<file path="src/rtl/attr_trace_serializer.sv">
// Captures per-transaction stage attribution records, queues them, and streams
// each record as three 64-bit trace words (header, ingress/core, risk/egress).
module attr_trace_serializer #(
    parameter int unsigned FIFO_DEPTH = 8,
    parameter logic [7:0]  MAGIC      = 8'hA7
) (
    input  logic                               clk,
    input  logic                               rst_n,
    input  logic                               attr_valid,
    input  logic [31:0]                        attr_d_ingress,
    input  logic [31:0]                        attr_d_core,
    input  logic [31:0]                        attr_d_risk,
    input  logic [31:0]                        attr_d_egress,
    output logic                               out_valid,
    input  logic                               out_ready,
    output logic [63:0]                        out_data,
    output logic                               out_last,
    output logic [31:0]                        drop_count,
    output logic [$clog2(FIFO_DEPTH+1)-1:0]    fifo_level
);

    localparam int PTR_W = $clog2(FIFO_DEPTH);
    localparam int LVL_W = $clog2(FIFO_DEPTH + 1);

    typedef struct packed {
        logic [15:0] seq;
        logic [31:0] d_ingress;
        logic [31:0] d_core;
        logic [31:0] d_risk;
        logic [31:0] d_egress;
    } record_t;

    typedef enum logic [1:0] {S_IDLE, S_HDR, S_W1, S_W2} state_t;

    record_t            mem [FIFO_DEPTH];
    logic [PTR_W-1:0]   wr_ptr;
    logic [PTR_W-1:0]   rd_ptr;
    logic [15:0]        seq;
    state_t             state;

    logic               push;
    logic               pop;
    record_t            rec_in;
    record_t            head;
    record_t            next_head;

    function automatic logic [63:0] header_word(input record_t r);
        logic [31:0] total;
        total = r.d_ingress + r.d_core + r.d_risk + r.d_egress;
        return {MAGIC, 8'h00, r.seq, total};
    endfunction

    // NOTE: every signal driven here gets an unconditional value, so no latch can be inferred.
    always_comb begin
        push      = attr_valid && (fifo_level < LVL_W'(FIFO_DEPTH));
        pop       = (state == S_W2) && out_ready;
        rec_in    = '{seq: seq, d_ingress: attr_d_ingress, d_core: attr_d_core,
                      d_risk: attr_d_risk, d_egress: attr_d_egress};
        head      = mem[rd_ptr];
        next_head = mem[rd_ptr + PTR_W'(1)];
    end

    // NOTE: record storage has no reset; occupancy is tracked by the pointers and level, which are reset.
    always_ff @(posedge clk) begin
        if (push) begin
            mem[wr_ptr] <= rec_in;
        end
    end

    // Full-check uses the pre-cycle level, so a pop never makes room for a same-cycle push.
    // NOTE: sequential state uses non-blocking assignments so all registers update from pre-edge values.
    always_ff @(posedge clk or negedge rst_n) begin
        if (!rst_n) begin
            wr_ptr     <= '0;
            rd_ptr     <= '0;
            fifo_level <= '0;
            seq        <= '0;
            drop_count <= '0;
        end else begin
            if (attr_valid) begin
                seq <= seq + 16'd1;
                if (!push && drop_count != 32'hFFFF_FFFF) begin
                    drop_count <= drop_count + 32'd1;
                end
            end
            if (push) begin
                wr_ptr <= wr_ptr + PTR_W'(1);
            end
            if (pop) begin
                rd_ptr <= rd_ptr + PTR_W'(1);
            end
            case ({push, pop})
                2'b10:   fifo_level <= fifo_level + LVL_W'(1);
                2'b01:   fifo_level <= fifo_level - LVL_W'(1);
                default: fifo_level <= fifo_level;
            endcase
        end
    end

    // Outputs are loaded one state ahead, so out_data/out_last are already stable when out_valid is seen.
    always_ff @(posedge clk or negedge rst_n) begin
        if (!rst_n) begin
            state     <= S_IDLE;
            out_valid <= 1'b0;
            out_last  <= 1'b0;
            out_data  <= '0;
        end else begin
            case (state)
                S_IDLE: begin
                    if (fifo_level != '0) begin
                        state     <= S_HDR;
                        out_valid <= 1'b1;
                        out_data  <= header_word(head);
                    end
                end
                S_HDR: begin
                    if (out_ready) begin
                        state    <= S_W1;
                        out_data <= {head.d_ingress, head.d_core};
                    end
                end
                S_W1: begin
                    if (out_ready) begin
                        state    <= S_W2;
                        out_data <= {head.d_risk, head.d_egress};
                        out_last <= 1'b1;
                    end
                end
                S_W2: begin
                    if (out_ready) begin
                        out_last <= 1'b0;
                        // Another record is already queued behind the head: chain without a bubble.
                        if (fifo_level > LVL_W'(1)) begin
                            state    <= S_HDR;
                            out_data <= header_word(next_head);
                        end else begin
                            state     <= S_IDLE;
                            out_valid <= 1'b0;
                        end
                    end
                end
                default: begin
                    state     <= S_IDLE;
                    out_valid <= 1'b0;
                    out_last  <= 1'b0;
                end
            endcase
        end
    end

endmodule

</file>
<file path="config.mk">
export PLATFORM = sky130hd
export DESIGN_NAME = attr_trace_serializer
export DESIGN_NICKNAME = d
export VERILOG_FILES = /design/src/rtl/attr_trace_serializer.sv
export SDC_FILE = /design/constraint.sdc
export NUM_CORES = 2
export LEC_CHECK = 0
export ABC_AREA = 1
export CAP_MARGIN = 20
export CELL_PAD_IN_SITES_DETAIL_PLACEMENT = 1
export CELL_PAD_IN_SITES_GLOBAL_PLACEMENT = 2
export CORE_ASPECT_RATIO = 1.5
export CORE_MARGIN = 1
export CORE_UTILIZATION = 40
export CTS_CLUSTER_DIAMETER = 200
export DETAILED_ROUTE_END_ITERATION = 10
export HOLD_SLACK_MARGIN = 0.06
export PLACE_DENSITY_LB_ADDON = 0.1
export REMOVE_ABC_BUFFERS = 1
export SETUP_SLACK_MARGIN = 0.3
export SYNTH_ARGS = -nofsm -noshare
export SYNTH_HDL_FRONTEND = slang
export SYNTH_SLANG_ARGS = --single-unit
</file>
<file path="constraint.sdc">
create_clock -name clk -period 8.65 [get_ports clk]
set_clock_uncertainty 0.2 [all_clocks]
set_input_delay 0.865 -clock clk [delete_from_list [all_inputs] [get_ports clk]]
set_output_delay 0.865 -clock clk [all_outputs]
set_load 0.01 [all_outputs]
</file>
== Word-level counts from Yosys, hierarchy flattened ==
Memory sizes are Yosys's and may differ from the RTL's.
Index checks and enable logic that the tools add are counted.

* Bits of input ports: 132
* Output and inout bits: 102
* Flip-flop bits (word level): 126
* Memories: 1
* Word-level logic and storage cells: 72
* RAM bits: 1152

* Equality and inequality tests: 12
* $lt $le $gt $ge: 2
* Reductions and logical operators: 14
* Muxes and demuxes: 22
* Add/sub/neg operators: 12

{| class="wikitable"
|+ Memories
! memory !! words !! width !! read ports !! clocked after Yosys merged registers in !! wr ports !! line !! text
|-
| mem || 8 || 144 || 2 || 0 || 1 || 35 || <nowiki>record_t mem [FIFO_DEPTH];</nowiki>
|}

{| class="wikitable"
|+ Operator list
! kind !! count
|-
| $mux W64 || 5
|-
| $pmux W64 S4 || 1
|-
| $add A32 B32 Y32 || 6
|-
| $add A32 B1 Y32 const B || 1
|-
| $ne A32 B32 Y1 const B || 1
|-
| $add A16 B1 Y16 const B || 1
|-
| $ne A2 B2 Y1 const B || 5
|-
| $mux W1 || 8
|-
| $mux W2 || 4
|-
| $pmux W2 S4 || 1
|-
| $pmux W4 S2 || 1
|-
| $reduce_and A4 Y1 || 2
|-
| $add A3 B1 Y3 const B || 2
|-
| $eq A2 B2 Y1 const B || 3
|-
| $reduce_bool A2 Y1 || 3
|-
| $reduce_and A5 Y1 || 1
|-
| $add A4 B1 Y4 const B || 1
|-
| $eq A2 B1 Y1 const B || 2
|-
| $gt A4 B1 Y1 const B || 1
|-
| $lt A4 B4 Y1 const B || 1
|-
| $pmux W1 S2 || 2
|-
| $reduce_bool A4 Y1 || 1
|-
| $sub A4 B1 Y4 const B || 1
|-
| $logic_and A1 B1 Y1 || 3
|-
| 5 further kinds || 5
|}

== Longest topological paths before layout ==
An unclocked memory read counts as a cell.

* Depth in word-level cells: 8
* Mapped depth: 32
* Gate-level depth less buffers: 26

== Worst setup path before layout ==
OpenSTA, ideal clock, no wires.

* Path kind: input to register
* Start point: input port attr_valid
* End point: memory mem[0][0] in the netlist's numbering, enable pin
* Required time: 7.801 ns
* Setup slack: 0.128 ns
* Setup time: 0.649 ns
* Data arrival time: 7.673 ns
* Stages on the path: 6
* Buffers on the path: 1
* Path through: clkbuf_2 > inv_1 > nor2_1 > inv_1 > or2_2 > nor2_1

* Cells in the longest elaborated chain, start to end: 3

{| class="wikitable"
|+ RTL lines
! what !! line !! text
|-
| start: declaration || 9 || <nowiki>input logic attr_valid,</nowiki>
|-
| $logic_and A1 B1 Y1 || 55 || <nowiki>push = attr_valid && (fifo_level < LVL_W'(FIFO_DEPTH));</nowiki>
|-
| $mux W1 || 65 || <nowiki>if (push) begin</nowiki>
|-
| $mux W1 (implied by the code) || 66 || <nowiki>mem[wr_ptr] <= rec_in;</nowiki>
|-
| end: declaration || 35 ||
|}

No other way between the ends.

== Worst setup path after layout ==
* Start point: register rd_ptr[1]
* End point: register out_data[18]

* Cells in the longest elaborated chain, start to end: 8
* Elaborated cells on any way between the ends: 14
* Classes of those cells: add/sub (7); mux (6); memory (1)

{| class="wikitable"
|+ RTL lines
! what !! line !! text
|-
| start: declaration || 37 || <nowiki>logic [PTR_W-1:0] rd_ptr;</nowiki>
|-
| start signal: assignment || 90 || <nowiki>rd_ptr <= rd_ptr + PTR_W'(1);</nowiki>
|-
| $add A3 B1 Y3 || 60 || <nowiki>next_head = mem[rd_ptr + PTR_W'(1)];</nowiki>
|-
| $mem_v2 Z8 W144 * || n/a ||
|-
| $add A32 B32 Y32 (3 in a row) || 49 || <nowiki>total = r.d_ingress + r.d_core + r.d_risk + r.d_egress;</nowiki>
|-
| $mux W64 || 133 || <nowiki>if (fifo_level > LVL_W'(1)) begin</nowiki>
|-
| $mux W64 || 130 || <nowiki>if (out_ready) begin</nowiki>
|-
| $pmux W64 S4 * || 108 || <nowiki>case (state)</nowiki>
|-
| end signal: assignment || 113 || <nowiki>out_data <= header_word(head);</nowiki>
|-
| end signal: assignment || 119 || <nowiki>out_data <= {head.d_ingress, head.d_core};</nowiki>
|-
| end signal: assignment || 135 || <nowiki>out_data <= header_word(next_head);</nowiki>
|-
| end: declaration || 16 || <nowiki>output logic [63:0] out_data,</nowiki>
|}

Every way passes the cells marked *; elsewhere a longest branch is shown, timed or not. The select of a mux whose other input is x is not followed.
A chain may end at the register's enable or synchronous reset.

==> metrics.txt <==
Post-synth EDFFs 1152; core area 169000 µm²; Ports 234; Area Overhead vs Synth 12.2%; initial antenna violation count 14; DRT Pass-1 Iters 5; CTS H-Tree Depth 4; CTS Buf Count 138; R2R depth 21; global-route wire length before repair 372 mm; pre-CTS WS 1.29 ns; Synth Area in Adders 0.0505; grt total ovfl 0; post-cts gate resize count 0; FFs w/ async S/R, synth 0.0986; Worst path max stage delay 1.03 ns; most used cell, CP nand2_1; CP delay by family, top adder cells; Via density 5.82; Core Util, Final 0.451; gr usage total 0.289; DRT Wirelength 251 mm; clock sinks 1278; post-route ant nets 0; Final Non-Filler Cells 9379; largest net degree at the start of global routing 227; f_max 134 MHz; Hold Fails Final Rpt 0; Tightest Hold Check Type register to register; CTS tree yes; Clk pin slew, worst setup/hold paths 0.07 ns; fraction of layout cells with a size suffix above 1 0.0495; clk_lat worst skew 0.81 ns; Post-Synthesis Cells 7037; Die Span X 339 µm; Final nets 7352; most common cell after layout, fill and taps aside o21ai_0; commonest cells after routing, fill and taps aside 1232 x o21ai_0, 1152 x edfxtp_1, 854 x nand2_1; final setup violation count 0; RSZ-0062 raised after global routing false; Worst-Margin Slew 1.14 ns; max_cap viols 0; CP arrival 7.94 ns; status finished, final reports clean; Min-Delay Path Depth 2; Rel. slew slack 0.235; die footprint 172000 µm²; Synth Warn # 0; Synth Area in XOR/XNOR 0.00835; Seq cells post-synth 1278; ys flop type edfxtp_1; Final period util 0.862; clock buffer depth 3; DR vias 54600; placed insts 9123; Buffers on Ports 233; area occupied by multi-input gates 25500 µm²; Site Rows 185; initial drt markers 3730; critical path class register to register; DP HPWL 156 mm; drt wl/cell 26.7 µm; Worst Setup End Kind register; fin crit period 7.46 ns; fin. max-slew vios 0; CP startpoint kind register; sequential area share after synthesis 0.555; Crit path depth 21; die height 507 µm; Buf/Inv on CP 2; worst path cell trace ha_4 -> buf_4 -> a21oi_1 -> o21ai_0 -> o21ai_0 -> o21ai_0 -> fa_1 -> fa_1 -> inv_1 -> ha_1 -> nand2_1 -> nor2_1 -> nand2_1 -> o21ai_0 -> nand2_1 -> nand2_1 -> nand2_1 -> nand3_1 -> nand3_1 -> a21oi_1 -> nor2_1; simple-gate share of the synthesized area 0.111; Setup Buffers After CTS 0; Root Driver clkbuf_16; Post-route DRC 0; library cells used by synthesis 55; Initial Util 0.402; final RePlAce weighted congestion 0.888; CP max stage cell ha_4; Setup WS post-layout 1.19 ns; Hold Slack 0.293 ns; CP Max Fanout 63; Syn Std Cell Area 68000 µm²; data required time at the worst endpoint 9.13 ns; multiplexer share of the synthesized area 0; register area 37800 µm²; Synth Area in Compound Gates 0.203; # fillers 18800; synthesized area per cell 9.66 µm²; largest family of logic cells by synthesized area compound AO/OA/AOI/OAI gates; # hold bufs at CTS 1; vias in the first global route 57100
## metrics by stage
| stage | TNS, ns | area (µm²) |
|---|---|---|
| finish | 0 | 76300 |
| global route | 0 | 76300 |
| CTS | 0 | 76300 |
| detailed placement | 0 | 71900 |
| global placement | 0 | 71900 |
| floorplan | -2619.44 | 65600 |
## registers in the layout, summed over array words and instances (netlist names)
register    count
drop_count     32
fifo_level      4
mem          1152
out_data       64
out_last        1
out_valid       1
rd_ptr          3
seq            16
state           2
wr_ptr          3
## synthesized netlist by cell type (20+ instances only)
master	number	area, µm²
o21ai_0	1232	6170
edfxtp_1	1152	34600
nand2_1	855	3210
a21oi_1	743	3720
inv_1	658	2470
nor2_1	505	1900
nand3_1	376	1880
o211ai_1	220	1650
buf_2	219	1100
clkbuf_1	183	687
dfrtp_1	126	3150
fa_1	124	2480
o21ai_1	98	490
ha_1	76	951
a31oi_1	57	357
xor2_1	43	377
o221ai_1	39	342
o22ai_1	36	225
nor3_1	31	155
buf_4	30	225
buf_1	27	101
buf_6	26	293
nand4_1	23	144
xnor2_1	20	175
## tightest hold or removal path: stages, from the launching register on
cell and delay [ns]:
dfrtp_1 0.35, nand2_1 0.05, nand2_1 0.06
## area by class of cell
| class | instances | share of cell area |
|---|---|---|
| repair buffers | 330 | 0.0447 |
| flip-flops and latches | 1278 | 0.495 |
| multi-input cells | 4607 | 0.333 |
| clock inverters | 69 | 0.00844 |
| clock buffers | 182 | 0.0486 |
| inverters | 665 | 0.0331 |
| well taps | 2244 | 0.0368 |
| diodes | 4 | 0.000131 |
## final timing paths
| kind | from | end | slack (ns) |
|---|---|---|---|
| worst max-delay path | rd_ptr[1] | out_data[18] | 1.19 |
| worst min-delay path | out_data[24] | out_data[24] | 0.29 |
| worst max register to register | rd_ptr[1] | out_data[18] | 1.19 |
| worst min register to register | out_data[24] | out_data[24] | 0.29 |
| max in group asynchronous | rst_n | rd_ptr[0] | 6.56 |
| min in group asynchronous | rst_n | drop_count[22] | 0.34 |
## routing by layer
layer  wire length [µm]  GRT usage
met1             103000      0.353
met2             129000      0.520
met3               9790     0.0346
met4               9070      0.111
met5                113          0
## kinds of logic (layout without fill, tap and decap cells)
kind of cell,count (synthesis),count (layout)
compound gates,2516,2516
xor+xnor,64,64
fa+ha+maj,200,200
buf+inv,1152,1246
flops,1278,1278
other cells,0,4
simple gates,1827,1827
Power is left out: the tool's default activity adds up to more than one toggle a clock period on the data nets, which glitch-free logic cannot reach.
